==> config.mk <==
export PLATFORM = sky130hd
export DESIGN_NAME = fetch_sequencer
export DESIGN_NICKNAME = d
export VERILOG_FILES = /design/src/rtl/fetch_sequencer_pkg.sv /design/src/rtl/fetch_sequencer_pc_counter.sv /design/src/rtl/fetch_sequencer.sv
export SDC_FILE = /design/constraint.sdc
export NUM_CORES = 1
export LEC_CHECK = 0
export CORE_ASPECT_RATIO = 0.8
export CORE_MARGIN = 2
export CORE_UTILIZATION = 35
export CTS_CLUSTER_DIAMETER = 100
export DETAILED_ROUTE_END_ITERATION = 16
export GPL_TIMING_DRIVEN = 0
export PLACE_DENSITY = 0.67
export SLEW_MARGIN = 20
export SYNTH_ARGS = -nofsm -noshare
export SYNTH_HDL_FRONTEND = slang
export SYNTH_SLANG_ARGS = --single-unit
==> constraint.sdc <==
create_clock -name clk -period 1.65 [get_ports clk]
set_clock_uncertainty 0.1 [all_clocks]
set_input_delay 0.165 -clock clk [delete_from_list [all_inputs] [get_ports clk]]
set_output_delay 0.165 -clock clk [all_outputs]
set_load 0.02 [all_outputs]
==> src/rtl/fetch_sequencer_pkg.sv <==
`default_nettype none
// ============================================================================
// Module      : fetch_sequencer_pkg
// Description : Shared definitions for the fetch sequencer and its decoder
//               neighbour: sequencer state encoding, instruction field
//               positions and the operand-consumption predicate.
// Revision    : 1.0 - initial release
// ============================================================================
package fetch_sequencer_pkg;

   // Sequencer phases
   typedef enum logic [1:0] {
      FETCH = 2'b00,
      EXEC  = 2'b01,
      HALT  = 2'b10
   } state_t;

   // Instruction field positions (shared with the decoder)
   localparam int         c_SRC_MSB = 5;
   localparam int         c_SRC_LSB = 4;
   localparam int         c_IDX_BIT = 0;
   localparam logic [1:0] c_SRC_MEM = 2'b00;

   // An instruction consumes the ROM byte after its opcode when it reads
   // memory in immediate (non-indexed) form.
   function automatic logic operand_used(input logic [7:0] ir);
      return (ir[c_SRC_MSB:c_SRC_LSB] == c_SRC_MEM) && !ir[c_IDX_BIT];
   endfunction

endpackage
`default_nettype wire

==> src/rtl/fetch_sequencer_pc_counter.sv <==
`default_nettype none
// ============================================================================
// Module      : fetch_sequencer_pc_counter
// Description : PC_WIDTH-bit program counter register. Asynchronous
//               active-low reset to RESET_PC, synchronous load and
//               increment; load has priority over increment. Increment
//               wraps modulo 2^PC_WIDTH.
// Ports       : clk        - system clock
//               resetBar   - asynchronous active-low reset
//               i_load     - load i_load_val this edge
//               i_inc      - increment this edge (ignored when i_load)
//               i_load_val - load value
//               o_pc       - current counter value
// Revision    : 1.0 - initial release
// ============================================================================
module fetch_sequencer_pc_counter #(
   parameter int PC_WIDTH = 8,
   parameter int RESET_PC = 0
) (
   input  logic                clk,
   input  logic                resetBar,
   input  logic                i_load,
   input  logic                i_inc,
   input  logic [PC_WIDTH-1:0] i_load_val,
   output logic [PC_WIDTH-1:0] o_pc
);

   localparam logic [PC_WIDTH-1:0] c_RESET_PC = PC_WIDTH'(RESET_PC);
   localparam logic [PC_WIDTH-1:0] c_ONE      = PC_WIDTH'(1);

   logic [PC_WIDTH-1:0] r_pc;

   always_ff @(posedge clk or negedge resetBar) begin
      if (!resetBar) begin
         r_pc <= c_RESET_PC;
      end else if (i_load) begin
         r_pc <= i_load_val;
      end else if (i_inc) begin
         r_pc <= r_pc + c_ONE;
      end
   end

   assign o_pc = r_pc;

endmodule
`default_nettype wire

==> src/rtl/fetch_sequencer.sv <==
`default_nettype none
// ============================================================================
// Module      : fetch_sequencer
// Description : Owns the program counter, instruction register and the
//               A-derived flags. Sequences every instruction through one
//               FETCH cycle and one EXEC cycle; a jump to the address of
//               the executing opcode enters HALT until reset.
// Ports       : clk       - system clock
//               resetBar  - asynchronous active-low reset
//               romData   - program ROM byte at romAddr
//               dbus      - data bus (jump target) in EXEC
//               doJump    - decoder jump decision (EXEC only)
//               loadA     - A written this EXEC cycle
//               aluCarry  - carry of value written to A
//               aluZero   - value written to A is zero
//               romAddr   - current PC
//               ir        - instruction register
//               flagCarry - registered carry flag
//               aIsZero   - registered zero flag of A
//               execPhase - high in EXEC
//               halted    - high after a jump-to-self
// Revision    : 1.0 - initial release
// ============================================================================
module fetch_sequencer
   import fetch_sequencer_pkg::*;
#(
   parameter int PC_WIDTH = 8,
   parameter int RESET_PC = 0
) (
   input  logic                clk,
   input  logic                resetBar,
   input  logic [7:0]          romData,
   input  logic [7:0]          dbus,
   input  logic                doJump,
   input  logic                loadA,
   input  logic                aluCarry,
   input  logic                aluZero,
   output logic [PC_WIDTH-1:0] romAddr,
   output logic [7:0]          ir,
   output logic                flagCarry,
   output logic                aIsZero,
   output logic                execPhase,
   output logic                halted
);

   localparam logic [PC_WIDTH-1:0] c_ONE = PC_WIDTH'(1);

   state_t              r_state;
   logic [7:0]          r_ir;
   logic                r_carry;
   logic                r_zero;
   logic                r_exec;
   logic                r_halted;

   logic [PC_WIDTH-1:0] w_pc;
   logic [PC_WIDTH-1:0] w_pc_m1;
   logic [PC_WIDTH-1:0] w_dbus_pc;
   logic                w_in_exec;
   logic                w_in_fetch;
   logic                w_operand;
   logic                w_load;
   logic                w_inc;
   logic                w_self_jump;

   assign w_in_exec  = (r_state == EXEC);
   assign w_in_fetch = (r_state == FETCH);
   assign w_operand  = operand_used(r_ir);
   assign w_dbus_pc  = PC_WIDTH'(dbus);

   // During EXEC the PC already points one past the opcode, so the opcode
   // address is pc-1 (wrapping at zero).
   assign w_pc_m1     = w_pc - c_ONE;
   assign w_self_jump = w_in_exec && doJump && (w_dbus_pc == w_pc_m1);

   // A jump replaces the operand skip; it never adds an extra increment.
   assign w_load = w_in_exec && doJump;
   assign w_inc  = w_in_fetch || (w_in_exec && !doJump && w_operand);

   fetch_sequencer_pc_counter #(
      .PC_WIDTH (PC_WIDTH),
      .RESET_PC (RESET_PC)
   ) u_pc_counter (
      .clk        (clk),
      .resetBar   (resetBar),
      .i_load     (w_load),
      .i_inc      (w_inc),
      .i_load_val (w_dbus_pc),
      .o_pc       (w_pc)
   );

   always_ff @(posedge clk or negedge resetBar) begin
      if (!resetBar) begin
         r_state  <= FETCH;
         r_ir     <= 8'h00;
         r_carry  <= 1'b0;
         r_zero   <= 1'b1;
         r_exec   <= 1'b0;
         r_halted <= 1'b0;
      end else begin
         case (r_state)
            FETCH: begin
               r_ir    <= romData;
               r_state <= EXEC;
               r_exec  <= 1'b1;
            end
            EXEC: begin
               // Flag update is independent of the jump decision.
               if (loadA) begin
                  r_carry <= aluCarry;
                  r_zero  <= aluZero;
               end
               r_exec <= 1'b0;
               if (w_self_jump) begin
                  r_halted <= 1'b1;
                  r_state  <= HALT;
               end else begin
                  r_state <= FETCH;
               end
            end
            HALT: begin
               r_state <= HALT;
            end
            default: begin
               r_state <= FETCH;
               r_exec  <= 1'b0;
            end
         endcase
      end
   end

   assign romAddr   = w_pc;
   assign ir        = r_ir;
   assign flagCarry = r_carry;
   assign aIsZero   = r_zero;
   assign execPhase = r_exec;
   assign halted    = r_halted;

endmodule
`default_nettype wire

==> flow_metrics.tcl, run 1 <==
set metrics [dict create \
    status "complete, but fails checks" \
    violations "setup timing" \
    dp_worst_setup_slack_ns -0.294 \
    clkPwrFrac 0.383 \
    arrival_ns 1.92 \
    num_antenna_cells 0 \
    crit_path_end_kind "register" \
    fp.dieH_um 57.1 \
    leakage_nw 0.829 \
    worst_pin_slew_ns 0.507 \
    rows 19 \
    grt_pass1_vias 1131 \
    cell_internal_pwr_mw 0.805 \
    rsz0062_at_grt "yes" \
    r2r_cells 5 \
    ys_seq_area_frac 0.448 \
    setup_violations 2 \
    start_kind "register" \
    clk_latency_ns 0.26 \
    core_area_sq_um 3400 \
    seqPwrFrac 0.533 \
    regToRegSetupSlack_ns -0.19 \
    dp_hpwl_mm 2.21 \
    final_common_cell "clkdlybuf4s50_1" \
    switchingPower_mw 0.205 \
    crit_chain "or4_4 -> nor4_4 -> xnor2_1 -> nand4_1 -> o31ai_1" \
    route.vias.total 1117 \
    grt_pass1_wl_mm 5.14 \
    first_pass_iters 4 \
    die_area_sq_um 4010 \
    grt-ovfl-total 0 \
    dp.cells 205 \
    final_nets 199 \
    critPathRequiredTime_ns 1.72 \
    chipWidth_um 70.3 \
    max-slew-margin-rel 0.662 \
    crit_slowest_cell "or4_4" \
    synth-edff-count 0 \
    area_growth_pct 47.0 \
    r2r_end "r_state[1]$_DFF_PN0_" \
    pwr-share-comb 0.083 \
    htreeDepth 1 \
    grt_start_max_net_pins 23 \
    boundaryPins 42 \
    drcViolationCount 0 \
    switching_share 0.203 \
    period_needed_ns 1.84 \
    setup_ws_ns -0.193 \
    p_per_area_nw_per_um2 557 \
    reg2reg_from "u_pc_counter.o_pc[4]$_DFFE_PN0P_" \
    postRouteAntennaNets 0 \
    finalHoldViolCount 0 \
    slowest_delay_ns 0.56 \
    hp-class "in -> async" \
    ys_warn_count 0 \
    power_mw 1.01 \
    ys.flop_type "dfrtp_1" \
    max_cap_viol_count 0 \
    async_reset_ff_frac 1.00 \
    grt_use_total 0.162 \
    drtIter0Drc 69 \
    start_util 0.363 \
    timing_max_transition_violations_final 0 \
    crit_type "reg -> reg" \
    drive_gt1_frac 0.213 \
    cts_num_sinks 22 \
    cts_tree "done" \
    netlist_area_sq_um 1230 \
    fin_util 0.533 \
    peakVddDrop_uv 500 \
    clk_pin_slew_ns 0.08 \
    syn_area_per_cell_sq_um 10.1 \
    crit_path_max_fanout 2 \
    port_buffers 41 \
    max_clock_freq_mhz 543 \
    drt-total-wl_mm 3.07 \
    syn_nets 146 \
    antenna_found_initial 0 \
    gp_congestion 0.827 \
    final_cell_mix "clkdlybuf4s50_1, dfrtp_1, a21oi_1" \
    clockBufferDepth 2 \
    yosysUniqueCellTypes 33 \
    fin_crit_sh 1.12 \
    cts_root_buf "clkbuf_8" \
    instances_no_fill 216 \
    wire_per_inst_um 14.2 \
    syn_inst 122 \
    viasPerCell 5.17 \
    ys_ff_latch 22 \
    numCtsBuffers 3 \
]
==> what timing repair did <==
action | CTS | global route
resized for setup | 11 | 6
hold buffers | 0 | 1
buffers inserted | 4 | 5
endpoints found under the hold margin | 0 | 21
setup endpoints to repair | 24 | 11
pin swaps | 1 | 3
==> state kept, by name (all words and copies together), names as in the netlist <==
name,cells
u_pc_counter.o_pc,8
flagCarry,1
ir,8
execPhase,1
halted,1
aIsZero,1
r_state,2
==> worst max-delay path by stage <==
stage | start | end | slack, ns | cells after the start
2_1_floorplan | u_pc_counter.o_pc[4]$_DFFE_PN0P_ | r_state[1]$_DFF_PN0_ | -0.25 | 6
3_3_place_gp | u_pc_counter.o_pc[4]$_DFFE_PN0P_ | r_state[1]$_DFF_PN0_ | -0.29 | 6
3_5_place_dp | u_pc_counter.o_pc[4]$_DFFE_PN0P_ | r_state[1]$_DFF_PN0_ | -0.29 | 6
4_1_cts | u_pc_counter.o_pc[2]$_DFFE_PN0P_ | r_state[1]$_DFF_PN0_ | -0.25 | 6
5_1_grt | u_pc_counter.o_pc[4]$_DFFE_PN0P_ | r_state[1]$_DFF_PN0_ | -0.29 | 5
6_report | u_pc_counter.o_pc[4]$_DFFE_PN0P_ | r_state[1]$_DFF_PN0_ | -0.19 | 5
==> worst max-delay path, delay by kind of cell (launching register included) <==
kind            cells  cell delay, ns
simple gates        3            0.86
flops               1            0.42
compound gates      1            0.22
xor+xnor            1            0.15
==> power by group through the flow <==
| stage | combinational, mW | sequential, mW | clock (mW) |
|---|---|---|---|
| after floorplan | 0.0162 | 0.550 | 0 |
| after global placement | 0.0819 | 0.549 | 0 |
| after detailed placement | 0.0839 | 0.549 | 0 |
| after CTS | 0.0847 | 0.539 | 0.400 |
| after global routing | 0.0916 | 0.539 | 0.428 |
| final | 0.0842 | 0.539 | 0.387 |
==> cells in the mapped netlist (all sizes together), types with 2 or more instances <==
library cell  count  area, sq um
dfrtp            21          526
a21oi            14         70.1
mux2             11          124
nand2            10         37.5
nor2              7         26.3
xnor2             7         61.3
inv               6         22.5
nand3             4         20.0
o21ai             4         20.0
o22ai             4         25.0
xor2              4         35.0
clkbuf            3         21.3
nand2b            3         18.8
and4              2         17.5
buf               2         16.3
ha                2         25.0
nand3b            2         15.0
nand4             2         12.5
nor3              2         10.0
nor4              2         27.5
==> logic make-up after synthesis <==
| kind of cell | share of synthesized area |
|---|---|
| flops | 0.448 |
| buf+inv | 0.0487 |
| simple gates | 0.171 |
| fa+ha+maj | 0.0203 |
| xor+xnor | 0.0782 |
| mux | 0.109 |
| compound gates | 0.126 |
==> per-stage QoR <==
step / instance area, sq um / hold slack, ns / TNS, ns
2_1_floorplan: 1230 / -0.231 / -0.419
3_3_place_gp: 1700 / 0.362 / -2.07
3_5_place_dp: 1700 / 0.381 / -2.33
4_1_cts: 1770 / 0.391 / -0.427
5_1_grt: 1810 / 0.350 / -0.548
6_report: 1810 / 0.307 / -0.306
==> area by class of cell <==
| type | count | area, sq um |
|---|---|---|
| Buffer | 2 | 18.8 |
| Clock buffer | 4 | 55.1 |
| Fill cell | 317 | 1590 |
| Inverter | 6 | 22.5 |
| Multi-Input combinational cell | 89 | 631 |
| Sequential cell | 22 | 557 |
| Tap cell | 42 | 52.6 |
| Timing Repair Buffer | 51 | 475 |
==> layer usage <==
metal	global-route usage	vias up	share of wire
li1	-	532	-
met1	0.203	530	0.43
met2	0.268	49	0.48
met3	0.0477	6	0.077
met4	0.0577	0	0.013
met5	0	-	0
(Power assumes the default switching activity.)
==> inputs of run 2 (changes only) <==
--- a/config.mk
+++ b/config.mk
@@ -11,6 +11,7 @@
 export CTS_CLUSTER_DIAMETER = 100
 export DETAILED_ROUTE_END_ITERATION = 16
 export GPL_TIMING_DRIVEN = 0
+export HOLD_SLACK_MARGIN = 0.1
 export PLACE_DENSITY = 0.67
 export SLEW_MARGIN = 20
 export SYNTH_ARGS = -nofsm -noshare
==> results of run 2 <==
No change in the layout: final DEF, timing and power equal those of run 1.
